## src/rtl/program_loader.sv

```systemverilog
// Framed byte-stream bootloader: assembles big-endian words, writes them to program memory,
// holds the CPU in reset during a load and checks a trailing XOR checksum.
module program_loader #(
    parameter logic [7:0]  SYNC_BYTE = 8'hA5,
    parameter int unsigned TIMEOUT   = 1024
) (
    input  logic        clk,
    input  logic        clr,
    input  logic        rx_valid,
    input  logic [7:0]  rx_byte,
    output logic        rx_ready,
    output logic        prog_write,
    output logic [7:0]  prog_addr,
    output logic [31:0] prog_data,
    output logic        cpu_hold,
    output logic        done,
    output logic        error
);

    typedef enum logic [2:0] {
        StIdle, StBase, StCount, StData, StWrite, StChk, StDone, StErr
    } state_e;

    state_e      state_q, state_d;
    logic [7:0]  addr_q, addr_d;
    logic [8:0]  words_q, words_d;
    logic [1:0]  idx_q, idx_d;
    logic [31:0] data_q, data_d;
    logic [7:0]  chk_q, chk_d;
    logic [15:0] tmo_q, tmo_d;
    logic [7:0]  paddr_q, paddr_d;
    logic [31:0] pdata_q, pdata_d;
    logic        error_q, error_d;

    logic ready_st;
    logic accept;
    logic tmo_run;

    // Ready is forced low while clr is asserted, independent of the state register.
    assign rx_ready  = ready_st & ~clr;
    assign accept    = rx_valid & rx_ready;
    assign prog_addr = paddr_q;
    assign prog_data = pdata_q;
    assign error     = error_q;

    always_comb begin
        state_d    = state_q;
        addr_d     = addr_q;
        words_d    = words_q;
        idx_d      = idx_q;
        data_d     = data_q;
        chk_d      = chk_q;
        tmo_d      = '0;
        paddr_d    = paddr_q;
        pdata_d    = pdata_q;
        error_d    = error_q;
        ready_st   = 1'b0;
        prog_write = 1'b0;
        cpu_hold   = 1'b0;
        done       = 1'b0;
        tmo_run    = 1'b0;

        case (state_q)
            StIdle: begin
                ready_st = 1'b1;
                if (accept && rx_byte == SYNC_BYTE) begin
                    state_d = StBase;
                    error_d = 1'b0;
                    chk_d   = '0;
                end
            end
            StBase: begin
                ready_st = 1'b1;
                cpu_hold = 1'b1;
                tmo_run  = ~accept;
                if (accept) begin
                    addr_d  = rx_byte;
                    state_d = StCount;
                end
            end
            StCount: begin
                ready_st = 1'b1;
                cpu_hold = 1'b1;
                tmo_run  = ~accept;
                if (accept) begin
                    words_d = (rx_byte == 8'd0) ? 9'd256 : {1'b0, rx_byte};
                    idx_d   = '0;
                    state_d = StData;
                end
            end
            StData: begin
                ready_st = 1'b1;
                cpu_hold = 1'b1;
                tmo_run  = ~accept;
                if (accept) begin
                    data_d = {data_q[23:0], rx_byte};
                    chk_d  = chk_q ^ rx_byte;
                    idx_d  = idx_q + 2'd1;
                    if (idx_q == 2'd3) begin
                        state_d = StWrite;
                        paddr_d = addr_q;
                        pdata_d = {data_q[23:0], rx_byte};
                    end
                end
            end
            StWrite: begin
                cpu_hold   = 1'b1;
                prog_write = 1'b1;
                addr_d     = addr_q + 8'd1;
                words_d    = words_q - 9'd1;
                state_d    = (words_q == 9'd1) ? StChk : StData;
            end
            StChk: begin
                ready_st = 1'b1;
                cpu_hold = 1'b1;
                tmo_run  = ~accept;
                if (accept) begin
                    state_d = (rx_byte == chk_q) ? StDone : StErr;
                end
            end
            StDone: begin
                done    = 1'b1;
                state_d = StIdle;
            end
            StErr: begin
                state_d = StIdle;
            end
            default: state_d = StIdle;
        endcase

        // Idle counter only advances on stalled cycles; accepts and state changes restart it.
        if (tmo_run) begin
            if (tmo_q == 16'(TIMEOUT - 1)) begin
                state_d = StErr;
            end else begin
                tmo_d = tmo_q + 16'd1;
            end
        end

        if (state_d == StErr) begin
            error_d = 1'b1;
        end
    end

    always_ff @(posedge clk or posedge clr) begin
        if (clr) begin
            state_q <= StIdle;
            addr_q  <= '0;
            words_q <= '0;
            idx_q   <= '0;
            data_q  <= '0;
            chk_q   <= '0;
            tmo_q   <= '0;
            paddr_q <= '0;
            pdata_q <= '0;
            error_q <= 1'b0;
        end else begin
            state_q <= state_d;
            addr_q  <= addr_d;
            words_q <= words_d;
            idx_q   <= idx_d;
            data_q  <= data_d;
            chk_q   <= chk_d;
            tmo_q   <= tmo_d;
            paddr_q <= paddr_d;
            pdata_q <= pdata_d;
            error_q <= error_d;
        end
    end

endmodule

```

## config.mk

```make
export PLATFORM = sky130hd
export DESIGN_NAME = program_loader
export DESIGN_NICKNAME = d
export VERILOG_FILES = /design/src/rtl/program_loader.sv
export SDC_FILE = /design/constraint.sdc
export NUM_CORES = 1
export LEC_CHECK = 0
export ABC_AREA = 1
export CORE_MARGIN = 5
export CORE_UTILIZATION = 55
export DETAILED_ROUTE_END_ITERATION = 8
export HOLD_SLACK_MARGIN = 0.08
export PLACE_DENSITY = 0.88
export SLEW_MARGIN = 10
export SYNTH_ARGS = -nofsm -noshare
export SYNTH_HDL_FRONTEND = slang
export SYNTH_SLANG_ARGS = --single-unit
export TNS_END_PERCENT = 5
```

## constraint.sdc

```tcl
create_clock -name clk -period 4.7 [get_ports clk]
set_clock_uncertainty 0.15 [all_clocks]
set_input_delay 0.705 -clock clk [delete_from_list [all_inputs] [get_ports clk]]
set_output_delay 0.705 -clock clk [all_outputs]
set_load 0.1 [all_outputs]
```

==> flow_metrics.env, run 1 <==
export IMPL_rrSetupSlack_ps=2200
export IMPL_fmax_mhz=278
export IMPL_synth_area_leaders="dfrtp_1 (53%), nand2_1 (12%), o21ai_0 (6.2%)"
export IMPL_min_from="tmo_q[0]$_DFF_PP0_"
export IMPL_startpoint_type="flop"
export IMPL_dp_hpwl_um=8260
export IMPL_grt_util_all_layers=0.215
export IMPL_hold_end="tmo_q[0]$_DFF_PP0_"
export IMPL_area_delta_synth_final_pct=16.1
export IMPL_synthFlopType="dfrtp_1"
export IMPL_min_path_cells=1
export IMPL_insertion_delay_ps=380
export IMPL_gp_congestion=0.911
export IMPL_grt_max_degree=72
export IMPL_intPower_mw=1.89
export IMPL_cts_sinks=111
export IMPL_cp_max_fo=21
export IMPL_cap_violations=0
export IMPL_dr_pass1_iters=5
export IMPL_fin_crit_sh=0.765
export IMPL_cts_setup_buffers=0
export IMPL_drc=0
export IMPL_crit_arrival_ps=2740
export IMPL_met1_usage=0.287
export IMPL_avgRoutedWirePerCell_um=14.5
export IMPL_grt_overflow_total=0
export IMPL_holdWs_ps=337
export IMPL_die_y_um=108
export IMPL_vias=4359
export IMPL_initial_core_util=0.564
export IMPL_diodes=0
export IMPL_p_leak_nw=2.81
export IMPL_ys_seq_elements=111
export IMPL_rows=35
export IMPL_r2r_start="state_q[2]$_DFF_PP0_"
export IMPL_synth_common_cells="nand2_1 (166), dfrtp_1 (111), inv_1 (73), o21ai_0 (65), nor2_1 (50)"
export IMPL_finalSetupViolCount=0
export IMPL_drv_slew=0
export IMPL_p_sw_mw=1.59
export IMPL_syn_inst=617
export IMPL_ant_nets=0
export IMPL_viasPerCell=5.44
export IMPL_holdCritPathClass="reg2reg"
export IMPL_postSynthAreaPerCell_um2=8.49
export IMPL_grt_use_met3=0.0366
export IMPL_ir_worst_vdd_mv=0.268
export IMPL_critPathKind="reg2out"
export IMPL_rsz0062_at_grt="false"
export IMPL_swShare=0.456
export IMPL_grt_met2_usage=0.347
export IMPL_cts_tree="built"
export IMPL_ys_types=39
export IMPL_clock_path_buffers=2
export IMPL_fin_setup_tns_ps=0
export IMPL_die_area_um2=11600
export IMPL_pwr_share_seq=0.413
export IMPL_outcome="finished, final reports clean"
export IMPL_timing_rr_end="chk_q[3]$_DFFE_PP0P_"
export IMPL_fillerInstances=760
export IMPL_synth_most_common_cell="nand2_1"
export IMPL_numPortBuffers=55
export IMPL_synth_top_area_frac=0.530
export IMPL_top_level_ports=56
export IMPL_final_cells=801
export IMPL_wirelength_um=11600
export IMPL_post_dp_cell_area_um2=5860
export IMPL_powerDensity_nw_per_um2=572
export IMPL_syn_area_um2=5240
export IMPL_drive_gt1_frac=0.0833
export IMPL_end_kind="primary output"
export IMPL_first_iter_violations=337
export IMPL_antenna_found_initial=0
export IMPL_die_w_um=108
export IMPL_grt_busiest_layer="met2"
export IMPL_synth_edf_count=0
export IMPL_critical_path_required_ps=3850
export IMPL_synth_largest_area_cell="dfrtp_1"
export IMPL_nets=683
export IMPL_clock_power_share=0.177
export IMPL_grt_pass1_wl_um=20000
export IMPL_p_comb_frac=0.410
export IMPL_cts_root_buf="clkbuf_8"
export IMPL_hold_viol_final=0
export IMPL_async_reset_ff_frac=1.00
export IMPL_cts_buffers=9
export IMPL_syn_nets=633
export IMPL_clk_pin_slew_worst_paths_ps=110
export IMPL_tightest_slew_ps=987
export IMPL_core_area_um2=9280
export IMPL_reg2reg_depth=8
export IMPL_min_period_ps=3590
export IMPL_cts_hold_buf=0
export IMPL_final_cell_area_um2=6080
export IMPL_dp_cells=785
export IMPL_grt_pass1_vias=4333
export IMPL_synth_warnings=0
export IMPL_htreeDepth=3
export IMPL_ys_seq_area_frac=0.530
export IMPL_ctsResizeCount=0
export IMPL_relSlewSlack=0.340
[registers in the layout (all words and copies together), names as in the netlist]
register / cells
words_q: 9
prog_addr: 8
chk_q: 8
state_q: 3
idx_q: 2
prog_data: 32
tmo_q: 16
addr_q: 8
error: 1
data_q: 24
[power groups by stage]
stage / logic, mW / registers [mW] / clock network (mW)
floorplan: 0.623 / 1.89 / 0
global placement: 1.37 / 1.44 / 0
detailed placement: 1.42 / 1.45 / 0
CTS: 1.43 / 1.43 / 0.627
global route: 1.54 / 1.47 / 0.667
finish: 1.42 / 1.44 / 0.617
[critical path, cell delays in order, from the launching register on]
cell	delay, ps
dfrtp_1	500
inv_2	160
nand2_1	120
nor2_2	110
buf_4	280
clkdlybuf4s50_1	1190
[cell usage in the layout, fill, tap and decap left out, types with 2 or more instances in the layout]
cell and instances:
o21ai_1 7, clkbuf_8 9, inv_1 72, nor3_4 2
buf_4 4, clkdlybuf4s50_1 54, a31oi_1 3, a21oi_1 9
nor2_1 50, nor3_1 9, inv_6 3, o211ai_1 3
nand3b_1 5, clkinv_8 2, inv_2 6, o221ai_1 2
o21ai_2 11, nand2_1 166, nand2_2 6, nor4_1 3
xor2_1 6, nor2_4 2, nand4_1 11, xnor2_1 7
ha_1 5, dfrtp_1 111, nor3_2 2, o21ai_0 65
nand3_1 23
[per-stage QoR]
stage	total power, mW	worst slack [ps]	utilization
4_1_cts	3.49	1130	0.655
6_report	3.48	1110	0.655
3_3_place_gp	2.81	1180	0.631
5_1_grt	3.68	1020	0.655
2_1_floorplan	2.51	130	-
3_5_place_dp	2.87	1030	0.631
[metal layers]
metal	up-vias	part of all wire
met5	-	0
met2	195	0.48
li1	2081	-
met3	38	0.065
met1	2045	0.43
met4	0	0.031
[area by class of cell]
class / count / area (µm²) / area share
timing repair buffer: 58 / 571 / 0.0938
clock buffer: 9 / 124 / 0.0204
sequential: 111 / 2780 / 0.457
tap: 129 / 161 / 0.0265
multi-input combinational: 408 / 2050 / 0.337
clock inverter: 7 / 100 / 0.0165
inverter: 79 / 299 / 0.0492
[kinds of logic (layout without fill, tap and decap cells)]
kind of cell,count (synthesis),after routing,synth area share
XOR/XNOR,13,13,0.0217
flip-flops,111,111,0.530
AND/OR/NAND/NOR,285,285,0.243
AO/OA/AOI/OAI,105,105,0.115
adder cells (fa/ha/maj),5,5,0.0119
buffers and inverters,98,153,0.0788
[worst max path at each step]
stage | endpoint | slack [ps] | start | depth (start not counted)
global placement | error$_DFFE_PP0P_ | 1180 | clr | 11
detailed placement | error$_DFFE_PP0P_ | 1030 | clr | 11
finish | prog_write | 1110 | state_q[1]$_DFF_PP0_ | 5
global route | prog_write | 1020 | state_q[1]$_DFF_PP0_ | 5
CTS | prog_write | 1130 | state_q[1]$_DFF_PP0_ | 5
floorplan | prog_addr[0]$_DFFE_PP0P_ | 130 | clr | 7
Power figures use the tool's default switching activity.
==> run 2: changes to the inputs <==
CORE_UTILIZATION = 51   (was 55)
PLACE_DENSITY = 0.86   (was 0.88)
clock period = 3 ns   (was 4.7 ns; I/O delays follow)
==> flow_metrics.env, run 2 (synthesis results as in run 1) <==
export IMPL_avgRoutedWirePerCell_um=14.4
export IMPL_rsz0062_at_grt="false"
export IMPL_cts_setup_buffers=0
export IMPL_critical_path_required_ps=2400
export IMPL_initial_core_util=0.514
export IMPL_drc=0
export IMPL_r2r_start="state_q[2]$_DFF_PP0_"
export IMPL_grt_pass1_wl_um=20000
export IMPL_cp_slowest_stage_delay_ps=500
export IMPL_ir_worst_vdd_mv=0.655
export IMPL_cap_violations=0
export IMPL_p_leak_nw=2.90
export IMPL_end_kind="primary output"
export IMPL_min_from="prog_data[15]$_DFFE_PP0P_"
export IMPL_die_w_um=111
export IMPL_startpoint_type="flop"
export IMPL_final_cell_mix="nand2_1 (166), dfrtp_1 (111), inv_1 (72), o21ai_0 (65)"
export IMPL_crit_arrival_ps=1780
export IMPL_nets=686
export IMPL_fin_setup_tns_ps=0
export IMPL_fmax_mhz=420
export IMPL_die_area_um2=12400
export IMPL_clk_pin_slew_worst_paths_ps=100
export IMPL_finalWorstSetupSlack_ps=620
export IMPL_area_delta_synth_final_pct=14.8
export IMPL_numPortBuffers=55
export IMPL_gp_congestion=0.956
export IMPL_min_period_ps=2380
export IMPL_fin_crit_sh=0.793
export IMPL_insertion_delay_ps=370
export IMPL_rows=37
export IMPL_grt_pass1_vias=4284
export IMPL_largest_reg_flops=32
export IMPL_clock_path_buffers=2
export IMPL_final_cells=811
export IMPL_grt_util_all_layers=0.196
export IMPL_cts_sinks=111
export IMPL_cpMaxStageDelayCell="dfrtp_1"
export IMPL_crit_chain="inv_2, nand2_1, nor2_2, buf_4, buf_12"
export IMPL_dp_cells=795
export IMPL_cts_root_buf="clkbuf_8"
export IMPL_holdWs_ps=336
export IMPL_cts_buffers=9
export IMPL_grt_max_degree=72
export IMPL_hold_viol_final=0
export IMPL_final_common_cell="nand2_1"
export IMPL_tightest_slew_ps=987
export IMPL_cp_max_fo=20
export IMPL_ant_nets=0
export IMPL_post_dp_cell_area_um2=5810
export IMPL_grt_overflow_total=0
export IMPL_diodes=0
export IMPL_critPathKind="reg2out"
export IMPL_antenna_found_initial=0
export IMPL_first_iter_violations=311
export IMPL_die_y_um=111
export IMPL_dp_slack_ps=322
export IMPL_cts_hold_buf=0
export IMPL_powerDensity_nw_per_um2=893
export IMPL_top_level_ports=56
export IMPL_dp_hpwl_um=8370
export IMPL_core_area_um2=10200
export IMPL_wirelength_um=11700
export IMPL_final_cell_area_um2=6010
export IMPL_ctsResizeCount=0
export IMPL_crit_path_start="state_q[1]$_DFF_PP0_"
export IMPL_relSlewSlack=0.341
export IMPL_finalSetupViolCount=0
export IMPL_htreeDepth=3
export IMPL_drv_slew=0
export IMPL_outcome="finished, final reports clean"
export IMPL_drive_gt1_frac=0.153
export IMPL_dr_pass1_iters=5
export IMPL_cts_tree="built"
export IMPL_viasPerCell=5.32
export IMPL_vias=4311
export IMPL_holdCritPathClass="reg2reg"
run 2: report_power, final:
part           internal (mW)  switching [mW]  leakage, nW
registers               1.95           0.308         1.47
clock network          0.403           0.522        0.101
logic                  0.562            1.63         1.33
total                   2.91            2.46         2.90
run 2: worst paths after layout:
kind | cells after the start | endpoint | slack (ps)
worst max-delay path | 5 | prog_write | 620
worst min-delay path | 2 | prog_data[15]$_DFFE_PP0P_ | 340
worst max register to register | 5 | prog_data[9]$_DFFE_PP0P_ | 850
worst min register to register | 2 | prog_data[15]$_DFFE_PP0P_ | 340
max in group asynchronous | 3 | data_q[17]$_DFFE_PP0P_ | 1670
min in group asynchronous | 3 | tmo_q[7]$_DFF_PP0_ | 540
run 2: layer usage:
layer | global-route usage | wire length (µm) | share of wire | up-vias
met1 | 0.253 | 4990 | 0.43 | 2049
met3 | 0.0321 | 562 | 0.048 | 26
met5 | 0 | 0 | 0 | -
li1 | - | - | - | 2085
met4 | 0.0746 | 334 | 0.029 | 0
met2 | 0.332 | 5810 | 0.50 | 151
run 2: area by class of cell:
class	count	area (µm²)
clock buffer	10	128
multi-input combinational	408	2050
inverter	79	300
fill	904	4170
sequential	111	2780
clock inverter	6	77.6
timing repair buffer	61	508
tap	136	170
run 2: per-stage QoR:
stage,power (mW),util
after CTS,5.39,0.590
after floorplan,3.94,-
after global routing,5.69,0.590
after detailed placement,4.45,0.570
final,5.37,0.590
after global placement,4.36,0.570
run 2: worst max-delay path: cells and delay by family, from the launching register on:
kind,cells,cell delay (ps)
flip-flops,1,500
AND/OR/NAND/NOR,2,280
buffers and inverters,3,630
==> run 3: changes to the inputs <==
CORE_UTILIZATION = 55   (was 51)
PLACE_DENSITY = 0.88   (was 0.86)
clock period = 2.5 ns   (was 3 ns; I/O delays follow)
==> flow_metrics.env, run 3 (synthesis results as in run 1) <==
export IMPL_drc=0
export IMPL_hold_viol_final=0
export IMPL_fmax_mhz=434
export IMPL_grt_util_all_layers=0.212
export IMPL_grt_pass1_vias=4250
export IMPL_p_leak_nw=2.94
export IMPL_end_kind="primary output"
export IMPL_critical_path_required_ps=1980
export IMPL_cts_root_buf="clkbuf_8"
export IMPL_dp_cells=794
export IMPL_dp_slack_ps=250
export IMPL_diodes=0
export IMPL_holdCritPathClass="reg2reg"
export IMPL_core_area_um2=9280
export IMPL_viasPerCell=5.48
export IMPL_grt_overflow_total=0
export IMPL_htreeDepth=3
export IMPL_avgRoutedWirePerCell_um=14.5
export IMPL_p_total_mw=6.47
export IMPL_timing_rr_end="chk_q[4]$_DFFE_PP0P_"
export IMPL_holdWs_ps=313
export IMPL_min_path_cells=1
export IMPL_crit_arrival_ps=1780
export IMPL_cts_sinks=111
export IMPL_clock_power_share=0.166
export IMPL_fillerInstances=745
export IMPL_fin_crit_sh=0.921
export IMPL_r2r_start="state_q[1]$_DFF_PP0_"
export IMPL_fin_setup_tns_ps=0
export IMPL_gp_congestion=0.910
export IMPL_reg2reg_depth=9
export IMPL_intPower_mw=3.53
export IMPL_critPathKind="reg2out"
export IMPL_final_cell_area_um2=6090
export IMPL_hold_end="tmo_q[0]$_DFF_PP0_"
export IMPL_clk_pin_slew_worst_paths_ps=100
export IMPL_drive_gt1_frac=0.159
export IMPL_antenna_found_initial=0
export IMPL_wirelength_um=11700
export IMPL_dp_hpwl_um=8500
export IMPL_final_cells=809
export IMPL_nets=692
export IMPL_powerDensity_nw_per_um2=1060
export IMPL_startpoint_type="flop"
export IMPL_final_common_cell="nand2_1"
export IMPL_die_area_um2=11600
export IMPL_cts_tree="built"
export IMPL_insertion_delay_ps=370
export IMPL_die_y_um=108
export IMPL_p_comb_frac=0.413
export IMPL_post_dp_cell_area_um2=5890
export IMPL_rrSetupSlack_ps=540
export IMPL_first_iter_violations=346
export IMPL_relSlewSlack=0.457
export IMPL_outcome="finished, final reports clean"
export IMPL_ir_worst_vdd_mv=0.733
export IMPL_top_level_ports=56
export IMPL_fin_util=0.656
export IMPL_tightest_slew_ps=814
export IMPL_die_w_um=108
export IMPL_largest_reg_flops=32
export IMPL_final_cell_mix="nand2_1 (166), dfrtp_1 (111), inv_1 (72), o21ai_0 (65), buf_4 (50)"
export IMPL_min_from="tmo_q[0]$_DFF_PP0_"
export IMPL_drv_slew=0
export IMPL_finalSetupViolCount=0
export IMPL_rsz0062_at_grt="false"
export IMPL_initial_core_util=0.564
export IMPL_cts_setup_buffers=0
export IMPL_crit_path_start="state_q[1]$_DFF_PP0_"
export IMPL_cp_max_fo=19
export IMPL_area_delta_synth_final_pct=16.3
export IMPL_p_sw_mw=2.94
export IMPL_clock_path_buffers=2
export IMPL_min_period_ps=2300
export IMPL_vias=4430
export IMPL_cap_violations=0
export IMPL_grt_pass1_wl_um=19700
export IMPL_grt_max_degree=94
export IMPL_swShare=0.454
export IMPL_numPortBuffers=55
export IMPL_dr_pass1_iters=5
export IMPL_rows=35
export IMPL_pwr_share_seq=0.421
export IMPL_ant_nets=0
export IMPL_finalWorstSetupSlack_ps=197
export IMPL_ctsResizeCount=0
export IMPL_cts_hold_buf=0
export IMPL_cts_buffers=9
-- run 3: worst max-delay path by stage --
stage / to / slack [ps]
floorplan: error$_DFFE_PP0P_ / -690
global placement: prog_data[30]$_DFFE_PP0P_ / 310
detailed placement: prog_addr[7]$_DFFE_PP0P_ / 250
CTS: prog_write / 210
global route: prog_write / 110
finish: prog_write / 200
-- run 3: final cells by class --
| type | count | area (µm²) | area share |
|---|---|---|---|
| Clock buffer | 11 | 141 | 0.0232 |
| Timing Repair Buffer | 67 | 607 | 0.0996 |
| Clock inverter | 4 | 53.8 | 0.00883 |
| Multi-Input combinational cell | 408 | 2050 | 0.337 |
| Sequential cell | 111 | 2780 | 0.456 |
| Inverter | 79 | 300 | 0.0493 |
| Tap cell | 129 | 161 | 0.0265 |
-- run 3: power groups by stage --
stage               logic [mW]  clock network [mW]  registers, mW
floorplan                 1.17                   0           3.55
global placement          2.56                   0           2.71
detailed placement        2.66                   0           2.74
CTS                       2.67                1.08           2.71
global route              2.89                1.16           2.79
finish                    2.67                1.07           2.72
-- run 3: worst max-delay path, stage by stage (launching register included) --
cell	delay, ps
dfrtp_1	490
inv_2	150
nand2_1	110
nor2_2	170
buf_4	270
buf_12	210
-- run 3: metal layers --
layer	vias to the layer above	GRT usage	share of wire
met3	30	0.0384	0.065
li1	2098	-	-
met2	186	0.346	0.48
met4	0	0.0577	0.019
met5	-	0	0
met1	2116	0.293	0.43
